File: src/rtl/tmds_pkg.sv
// Shared TMDS definitions: control token codes, receiver FSM states and a token matcher.
package tmds_pkg;

  localparam logic [9:0] TOKEN_00 = 10'b1101010100;
  localparam logic [9:0] TOKEN_01 = 10'b0010101011;
  localparam logic [9:0] TOKEN_10 = 10'b0101010100;
  localparam logic [9:0] TOKEN_11 = 10'b1010101011;

  typedef enum logic [1:0] {
    HUNT   = 2'd0,
    VERIFY = 2'd1,
    LOCKED = 2'd2
  } tmds_state_e;

  // c holds {c1, c0}
  typedef struct packed {
    logic       valid;
    logic [1:0] c;
  } token_t;

  function automatic token_t is_token(input logic [9:0] win);
    token_t t;
    t.valid = 1'b1;
    t.c     = 2'b00;
    case (win)
      TOKEN_00: t.c = 2'b00;
      TOKEN_01: t.c = 2'b01;
      TOKEN_10: t.c = 2'b10;
      TOKEN_11: t.c = 2'b11;
      default:  t.valid = 1'b0;
    endcase
    return t;
  endfunction

endpackage

File: src/rtl/tmds_channel_receiver_if.sv
// Bundle for one TMDS lane receiver: serial input plus the decoded word outputs.
interface tmds_channel_receiver_if;
  // word_valid is a one-clock strobe with no backpressure: the sink must take
  // data_out/c0/c1/video_active/ctrl_seen in the cycle word_valid is high.
  logic       serial_in;
  logic       locked;
  logic       word_valid;
  logic       video_active;
  logic [7:0] data_out;
  logic       c0;
  logic       c1;
  logic       ctrl_seen;

  modport master (
    output serial_in,
    input  locked, word_valid, video_active, data_out, c0, c1, ctrl_seen
  );

  modport slave (
    input  serial_in,
    output locked, word_valid, video_active, data_out, c0, c1, ctrl_seen
  );
endinterface

File: src/rtl/tmds_decoder.sv
// Combinational 10b->8b TMDS decode and control-token detect; inverse of the transmitter encoder.
module tmds_decoder
  import tmds_pkg::*;
(
  input  logic [9:0] q_i,
  output logic [7:0] data_o,
  output logic       is_ctrl_o,
  output logic [1:0] ctrl_o
);

  logic [7:0] t;
  token_t     tok;

  always_comb begin
    t = q_i[9] ? ~q_i[7:0] : q_i[7:0];
    data_o[0] = t[0];
    // q[8] says whether the encoder chained with XOR (1) or XNOR (0)
    for (int i = 1; i < 8; i++) begin
      data_o[i] = q_i[8] ? (t[i] ^ t[i-1]) : ~(t[i] ^ t[i-1]);
    end
    tok       = is_token(q_i);
    is_ctrl_o = tok.valid;
    ctrl_o    = tok.c;
  end

endmodule

File: src/rtl/tmds_channel_receiver.sv
// One TMDS lane receiver: 1 bit/clk deserialiser, control-token word alignment, 10b->8b decode.
module tmds_channel_receiver
  import tmds_pkg::*;
#(
  parameter int LOCK_TOKENS  = 4,
  parameter int LOCK_TIMEOUT = 1024
) (
  input  logic                   clk,
  input  logic                   rst_n,
  tmds_channel_receiver_if.slave bus,
  output tmds_state_e            state_o
);

  localparam int               TW          = $clog2(LOCK_TIMEOUT + 1);
  localparam logic [TW-1:0]    TIMEOUT_MAX = TW'(LOCK_TIMEOUT);
  localparam logic [TW:0]      TIMEOUT_CMP = (TW+1)'(LOCK_TIMEOUT);
  localparam logic [4:0]       LOCK_N      = 5'(LOCK_TOKENS);

  tmds_state_e   state_q, state_d;
  logic [9:0]    shift_q;
  logic [3:0]    bit_cnt_q, bit_cnt_d;
  logic [3:0]    match_cnt_q, match_cnt_d;
  logic [TW-1:0] timeout_q, timeout_d;
  logic          locked_q, locked_d;
  logic          wv_q, wv_d;
  logic          va_q, va_d;
  logic [7:0]    data_q, data_d;
  logic [1:0]    c_q, c_d;
  logic          ctrl_seen_q, ctrl_seen_d;

  logic [9:0] win_next;
  logic       boundary;
  logic       lock_hit;
  logic       timeout_hit;
  logic [7:0] dec_data;
  logic       dec_ctrl;
  logic [1:0] dec_c;

  assign win_next    = {bus.serial_in, shift_q[9:1]};
  assign boundary    = (bit_cnt_q == 4'd9);
  assign lock_hit    = (({1'b0, match_cnt_q} + 5'd1) == LOCK_N);
  assign timeout_hit = (({1'b0, timeout_q} + 1'b1) >= TIMEOUT_CMP);

  tmds_decoder u_dec (
    .q_i       (win_next),
    .data_o    (dec_data),
    .is_ctrl_o (dec_ctrl),
    .ctrl_o    (dec_c)
  );

  always_ff @(posedge clk or negedge rst_n) begin
    if (!rst_n) state_q <= HUNT;
    else        state_q <= state_d;
  end

  always_comb begin
    state_d = state_q;
    case (state_q)
      HUNT:    if (dec_ctrl) state_d = (LOCK_N == 5'd1) ? LOCKED : VERIFY;
      VERIFY:  if (boundary) state_d = dec_ctrl ? (lock_hit ? LOCKED : VERIFY) : HUNT;
      LOCKED:  if (boundary && !dec_ctrl && timeout_hit) state_d = HUNT;
      default: state_d = HUNT;
    endcase
  end

  always_comb begin
    bit_cnt_d   = boundary ? 4'd0 : bit_cnt_q + 4'd1;
    match_cnt_d = match_cnt_q;
    timeout_d   = timeout_q;
    locked_d    = locked_q;
    wv_d        = 1'b0;
    ctrl_seen_d = 1'b0;
    va_d        = va_q;
    data_d      = data_q;
    c_d         = c_q;
    case (state_q)
      HUNT: begin
        // Any token realigns the word counter to end on this edge
        if (dec_ctrl) begin
          bit_cnt_d   = 4'd0;
          match_cnt_d = 4'd1;
          timeout_d   = '0;
          locked_d    = (LOCK_N == 5'd1);
        end else begin
          match_cnt_d = 4'd0;
        end
      end
      VERIFY: begin
        if (boundary) begin
          if (dec_ctrl) begin
            match_cnt_d = match_cnt_q + 4'd1;
            if (lock_hit) begin
              locked_d  = 1'b1;
              timeout_d = '0;
            end
          end else begin
            match_cnt_d = 4'd0;
          end
        end
      end
      LOCKED: begin
        if (boundary) begin
          if (dec_ctrl) begin
            va_d        = 1'b0;
            c_d         = dec_c;
            ctrl_seen_d = 1'b1;
            wv_d        = 1'b1;
            timeout_d   = '0;
          end else if (timeout_hit) begin
            // Too long without a token: drop lock, suppress this word
            timeout_d   = TIMEOUT_MAX;
            locked_d    = 1'b0;
            va_d        = 1'b0;
            match_cnt_d = 4'd0;
          end else begin
            va_d      = 1'b1;
            data_d    = dec_data;
            wv_d      = 1'b1;
            timeout_d = timeout_q + 1'b1;
          end
        end
      end
      default: ;
    endcase
  end

  always_ff @(posedge clk or negedge rst_n) begin
    if (!rst_n) begin
      shift_q     <= '0;
      bit_cnt_q   <= '0;
      match_cnt_q <= '0;
      timeout_q   <= '0;
      locked_q    <= 1'b0;
      wv_q        <= 1'b0;
      va_q        <= 1'b0;
      data_q      <= '0;
      c_q         <= '0;
      ctrl_seen_q <= 1'b0;
    end else begin
      shift_q     <= win_next;
      bit_cnt_q   <= bit_cnt_d;
      match_cnt_q <= match_cnt_d;
      timeout_q   <= timeout_d;
      locked_q    <= locked_d;
      wv_q        <= wv_d;
      va_q        <= va_d;
      data_q      <= data_d;
      c_q         <= c_d;
      ctrl_seen_q <= ctrl_seen_d;
    end
  end

  assign bus.locked       = locked_q;
  assign bus.word_valid   = wv_q;
  assign bus.video_active = va_q;
  assign bus.data_out     = data_q;
  assign bus.c1           = c_q[1];
  assign bus.c0           = c_q[0];
  assign bus.ctrl_seen    = ctrl_seen_q;
  assign state_o          = state_q;

endmodule

File: src/flat_wrapper.sv
// flat-port wrapper written by rule: the top's interface ports become plain ports
module tmds_channel_receiver_flat import tmds_pkg::*;
#(
  parameter int LOCK_TOKENS  = 4,
  parameter int LOCK_TIMEOUT = 1024
)
  (clk, rst_n, state_o, bus_serial_in, bus_locked, bus_word_valid, bus_video_active, bus_data_out, bus_c0, bus_c1, bus_ctrl_seen);
  tmds_channel_receiver_if bus_i ();
  input  logic clk;
  input  logic rst_n;
  output tmds_state_e state_o;
  input wire logic [$bits(bus_i.serial_in)-1:0] bus_serial_in;
  output wire logic [$bits(bus_i.locked)-1:0] bus_locked;
  output wire logic [$bits(bus_i.word_valid)-1:0] bus_word_valid;
  output wire logic [$bits(bus_i.video_active)-1:0] bus_video_active;
  output wire logic [$bits(bus_i.data_out)-1:0] bus_data_out;
  output wire logic [$bits(bus_i.c0)-1:0] bus_c0;
  output wire logic [$bits(bus_i.c1)-1:0] bus_c1;
  output wire logic [$bits(bus_i.ctrl_seen)-1:0] bus_ctrl_seen;
  assign bus_i.serial_in = bus_serial_in;
  assign bus_locked = bus_i.locked;
  assign bus_word_valid = bus_i.word_valid;
  assign bus_video_active = bus_i.video_active;
  assign bus_data_out = bus_i.data_out;
  assign bus_c0 = bus_i.c0;
  assign bus_c1 = bus_i.c1;
  assign bus_ctrl_seen = bus_i.ctrl_seen;
  tmds_channel_receiver #(.LOCK_TOKENS(LOCK_TOKENS), .LOCK_TIMEOUT(LOCK_TIMEOUT)) u_core (.clk(clk), .rst_n(rst_n), .bus(bus_i), .state_o(state_o));
endmodule
File: config.mk
export PLATFORM = sky130hd
export DESIGN_NAME = tmds_channel_receiver_flat
export DESIGN_NICKNAME = d
export VERILOG_FILES = /design/src/rtl/tmds_pkg.sv /design/src/rtl/tmds_channel_receiver_if.sv /design/src/rtl/tmds_decoder.sv /design/src/rtl/tmds_channel_receiver.sv /design/src/flat_wrapper.sv
export SDC_FILE = /design/constraint.sdc
export NUM_CORES = 1
export LEC_CHECK = 0
export BUFFER_PORTS_ARGS = -buffer_cell sky130_fd_sc_hd__clkbuf_2
export CELL_PAD_IN_SITES_DETAIL_PLACEMENT = 2
export CELL_PAD_IN_SITES_GLOBAL_PLACEMENT = 2
export CORE_ASPECT_RATIO = 0.75
export CORE_MARGIN = 3
export CORE_UTILIZATION = 35
export CTS_BUF_LIST = sky130_fd_sc_hd__clkbuf_8
export DETAILED_ROUTE_END_ITERATION = 7
export PLACE_DENSITY = 0.72
export SLEW_MARGIN = 30
export SYNTH_ARGS = -nofsm -noshare
export SYNTH_HDL_FRONTEND = slang
export SYNTH_SLANG_ARGS = --single-unit
export TNS_END_PERCENT = 50
File: constraint.sdc
create_clock -name clk -period 4.7 [get_ports clk]
set_clock_uncertainty 0.05 [all_clocks]
set_input_delay 1.41 -clock clk [delete_from_list [all_inputs] [get_ports clk]]
set_output_delay 1.41 -clock clk [all_outputs]
set_load 0.005 [all_outputs]
==> results.cfg <==
[global_routing]
met3_usage_pct = 3.385
grt-ovfl-total = 0
grt_util_all_layers_pct = 17.03
gr-max-usage-layer = met1
grt.met1_usage_pct = 26.23
grt_util_met2_pct = 24.12
antenna_found_initial = 0
grt_pass1_wl_mm = 9.777
grt_pass1_vias = 1773
grt_max_degree = 45

[timing]
worst_slack_ns = 1.559
worstMarginPinSlew_ns = 0.7105
tns_ns = 0
slew_headroom_pct = 52.49
max_freq_mhz = 318.4
fin_crit_ns = 3.141
setup_viol = 0
period_share_pct = 66.82
rsz0062_at_grt = false
slew_viol_final = 0
hold_viol = 0

[setup_path]
crit_path_end_kind = flop
timing.rr.start = u_core.timeout_q[1]$_DFFE_PN0P_
arrival_ns = 3.34
cp_slowest_cell = nand4_1
crit_type = reg2reg
critPathTopFamily = simple AND/OR/NAND/NOR gates
critPathBufInv = 0
r2r_slack_ns = 1.56
crit_chain = ha_1 -> nand3_1 -> nor3_1 -> mux2i_1 -> nand4_1 -> nor4_4 -> mux2_2
rr_worst_depth = 7
crit_fanout = 17
crit_required_ns = 4.90
cp-start-kind = flop
slowest_delay_ns = 0.64
reg2reg_to = u_core.timeout_q[0]$_DFFE_PN0P_

[hold_path]
holdCritStartpoint = u_core.shift_q[5]$_DFF_PN0_
holdPathStages = 0
hold-path-endpoint = u_core.shift_q[4]$_DFF_PN0_
min_path_type = reg2reg

[cts]
cts.clk_slew.worst_paths_ns = 0.08
numCtsBuffers = 5
htreeDepth = 2
cts-root-buf = clkbuf_8
cts_buffer_depth = 2
clock_sinks = 44
cts_tree = yes
hold_buffers = 0
post_cts_buffers = 0
worstSkewPairLatency_ns = 0.31
cts_resized = 0

[die]
ios = 19
core-area_mm2 = 0.006006
rows = 24
die_y_um = 75.41
die_x_um = 98.55
start_util_pct = 37.44
die-area_mm2 = 0.007432

[routing]
drt-total-wl_mm = 5.902
via_count = 1734
ant_nets = 0
dr.pass1.iters = 4
drtIter0Drc = 59
wire_per_inst_um = 18.56
post-route-drc-count = 0
routed_via_density = 5.453

[power]
vdd_drop_max_mv = 0.2156
power.leakage_nw = 1.122
total_power_mw = 0.8511
power_density_mw_per_mm2 = 340.6

[layout]
final_common_cell = dfrtp_1
synthToLayoutAreaGrowth_pct = 11.13
final_cell_mix = 44 x dfrtp_1, 27 x nand2_1, 21 x o21ai_0, 18 x clkbuf_2, 17 x nor2_1
antenna_cells = 0
drive_gt1_share_pct = 17.50
nFillCells = 671
nNetsFinal = 248
final_util_pct = 41.60

[synthesis]
ys_seq_area_share_pct = 48.97
avgSynthCellArea_um2 = 10.22
synth-async-reset-ratio_pct = 100.0
yosys_warnings = 0
synth_nets = 229
synth_edf_count = 0
synth_cell_types = 46
ys_ff_latch = 44
syn-cell-area_mm2 = 0.002248
synth_cells = 220
synthFlopType = dfrtp_1

[placement]
portBuffers = 18
pre_cts_slack_ns = 1.532
gp_congestion = 0.7447
dp_hpwl_mm = 4.339

[flow_run]
cap_violations = 0

[outcome]
run_status = finished clean
## power breakdown
group	switching, mW	leakage, nW	internal, mW
clock	0.134	0.0593	0.156
sequential	0.0305	0.573	0.398
combinational	0.0792	0.489	0.0534
total	0.244	1.12	0.607
## Yosys cell counts (4+ instances only)
master / number / share of area [%]
dfrtp_1: 44 / 49
ha_1: 6 / 3.3
a21oi_1: 10 / 2.2
and3_1: 6 / 1.7
nand2_1: 27 / 4.5
and3_4: 4 / 2.0
nor2_1: 17 / 2.8
o21ai_0: 21 / 4.7
nand4_1: 5 / 1.4
xnor2_1: 12 / 4.7
a221o_1: 8 / 3.6
inv_1: 5 / 0.83
nand3_1: 7 / 1.6
## per-layer routing
| layer | wire, um | up-vias |
|---|---|---|
| li1 | - | 832 |
| met1 | 3364 | 873 |
| met2 | 2294 | 24 |
| met3 | 183 | 5 |
| met4 | 59 | 0 |
| met5 | 0 | - |
## cell families (layout without fill, tap and decap cells)
family | count (synthesis) | after routing | synth area share [%]
and+or+nand+nor | 91 | 91 | 22.98
AOI/OAI and AO/OA | 49 | 49 | 13.97
DFF | 44 | 44 | 48.97
xor gates and xnor gates | 13 | 13 | 5.064
buffers and inverters | 12 | 32 | 3.339
adders and majority gates | 6 | 6 | 3.339
muxes | 5 | 5 | 2.337
## flip-flops by register name, indices dropped and copies added (netlist names)
name,count
u_core.match_cnt_q,4
u_core.bus.word_valid,1
u_core.c_q,2
u_core.bit_cnt_q,4
u_core.bus.video_active,1
u_core.shift_q,9
u_core.state_o,2
u_core.bus.locked,1
u_core.bus.data_out,8
u_core.timeout_q,11
u_core.bus.ctrl_seen,1
## how the worst max path moves through the flow
| stage | slack [ns] | startpoint | endpoint | cells after the start |
|---|---|---|---|---|
| 2_1_floorplan | 2.48 | u_core.shift_q[3]$_DFF_PN0_ | u_core.timeout_q[4]$_DFFE_PN0P_ | 8 |
| 3_3_place_gp | 1.69 | u_core.timeout_q[1]$_DFFE_PN0P_ | u_core.timeout_q[0]$_DFFE_PN0P_ | 7 |
| 3_5_place_dp | 1.53 | u_core.timeout_q[1]$_DFFE_PN0P_ | u_core.timeout_q[0]$_DFFE_PN0P_ | 7 |
| 4_1_cts | 1.51 | u_core.timeout_q[1]$_DFFE_PN0P_ | u_core.timeout_q[0]$_DFFE_PN0P_ | 7 |
| 5_1_grt | 1.21 | u_core.timeout_q[1]$_DFFE_PN0P_ | u_core.timeout_q[3]$_DFFE_PN0P_ | 7 |
| 6_report | 1.56 | u_core.timeout_q[1]$_DFFE_PN0P_ | u_core.timeout_q[0]$_DFFE_PN0P_ | 7 |
## per-stage QoR
stage	instances	hold WS (ns)	cell area (um2)
6_report	318	0.3938	2499
5_1_grt	318	0.4066	2499
4_1_cts	318	0.3935	2495
3_5_place_dp	310	0.3761	2387
3_3_place_gp	310	0.3733	2387
2_1_floorplan	220	0.3245	2248
## worst register-to-register path: cells and delay by family, from the launching register on
family	cells	cell delay [ns]
and+or+nand+nor	4	1.70
muxes	2	0.68
DFF	1	0.43
adders and majority gates	1	0.22
## cell type report
cell class	instances	area [um2]	share of cell area [%]
flip-flops and latches	44	1101	44.07
multi-input cells	164	1076	43.06
inverters	5	18.77	0.7511
clock inverters	3	38.79	1.552
clock buffers	5	68.82	2.754
well taps	78	97.59	3.906
repair buffers	19	97.59	3.906
No activity file was read; power rests on OpenSTA's default activity.
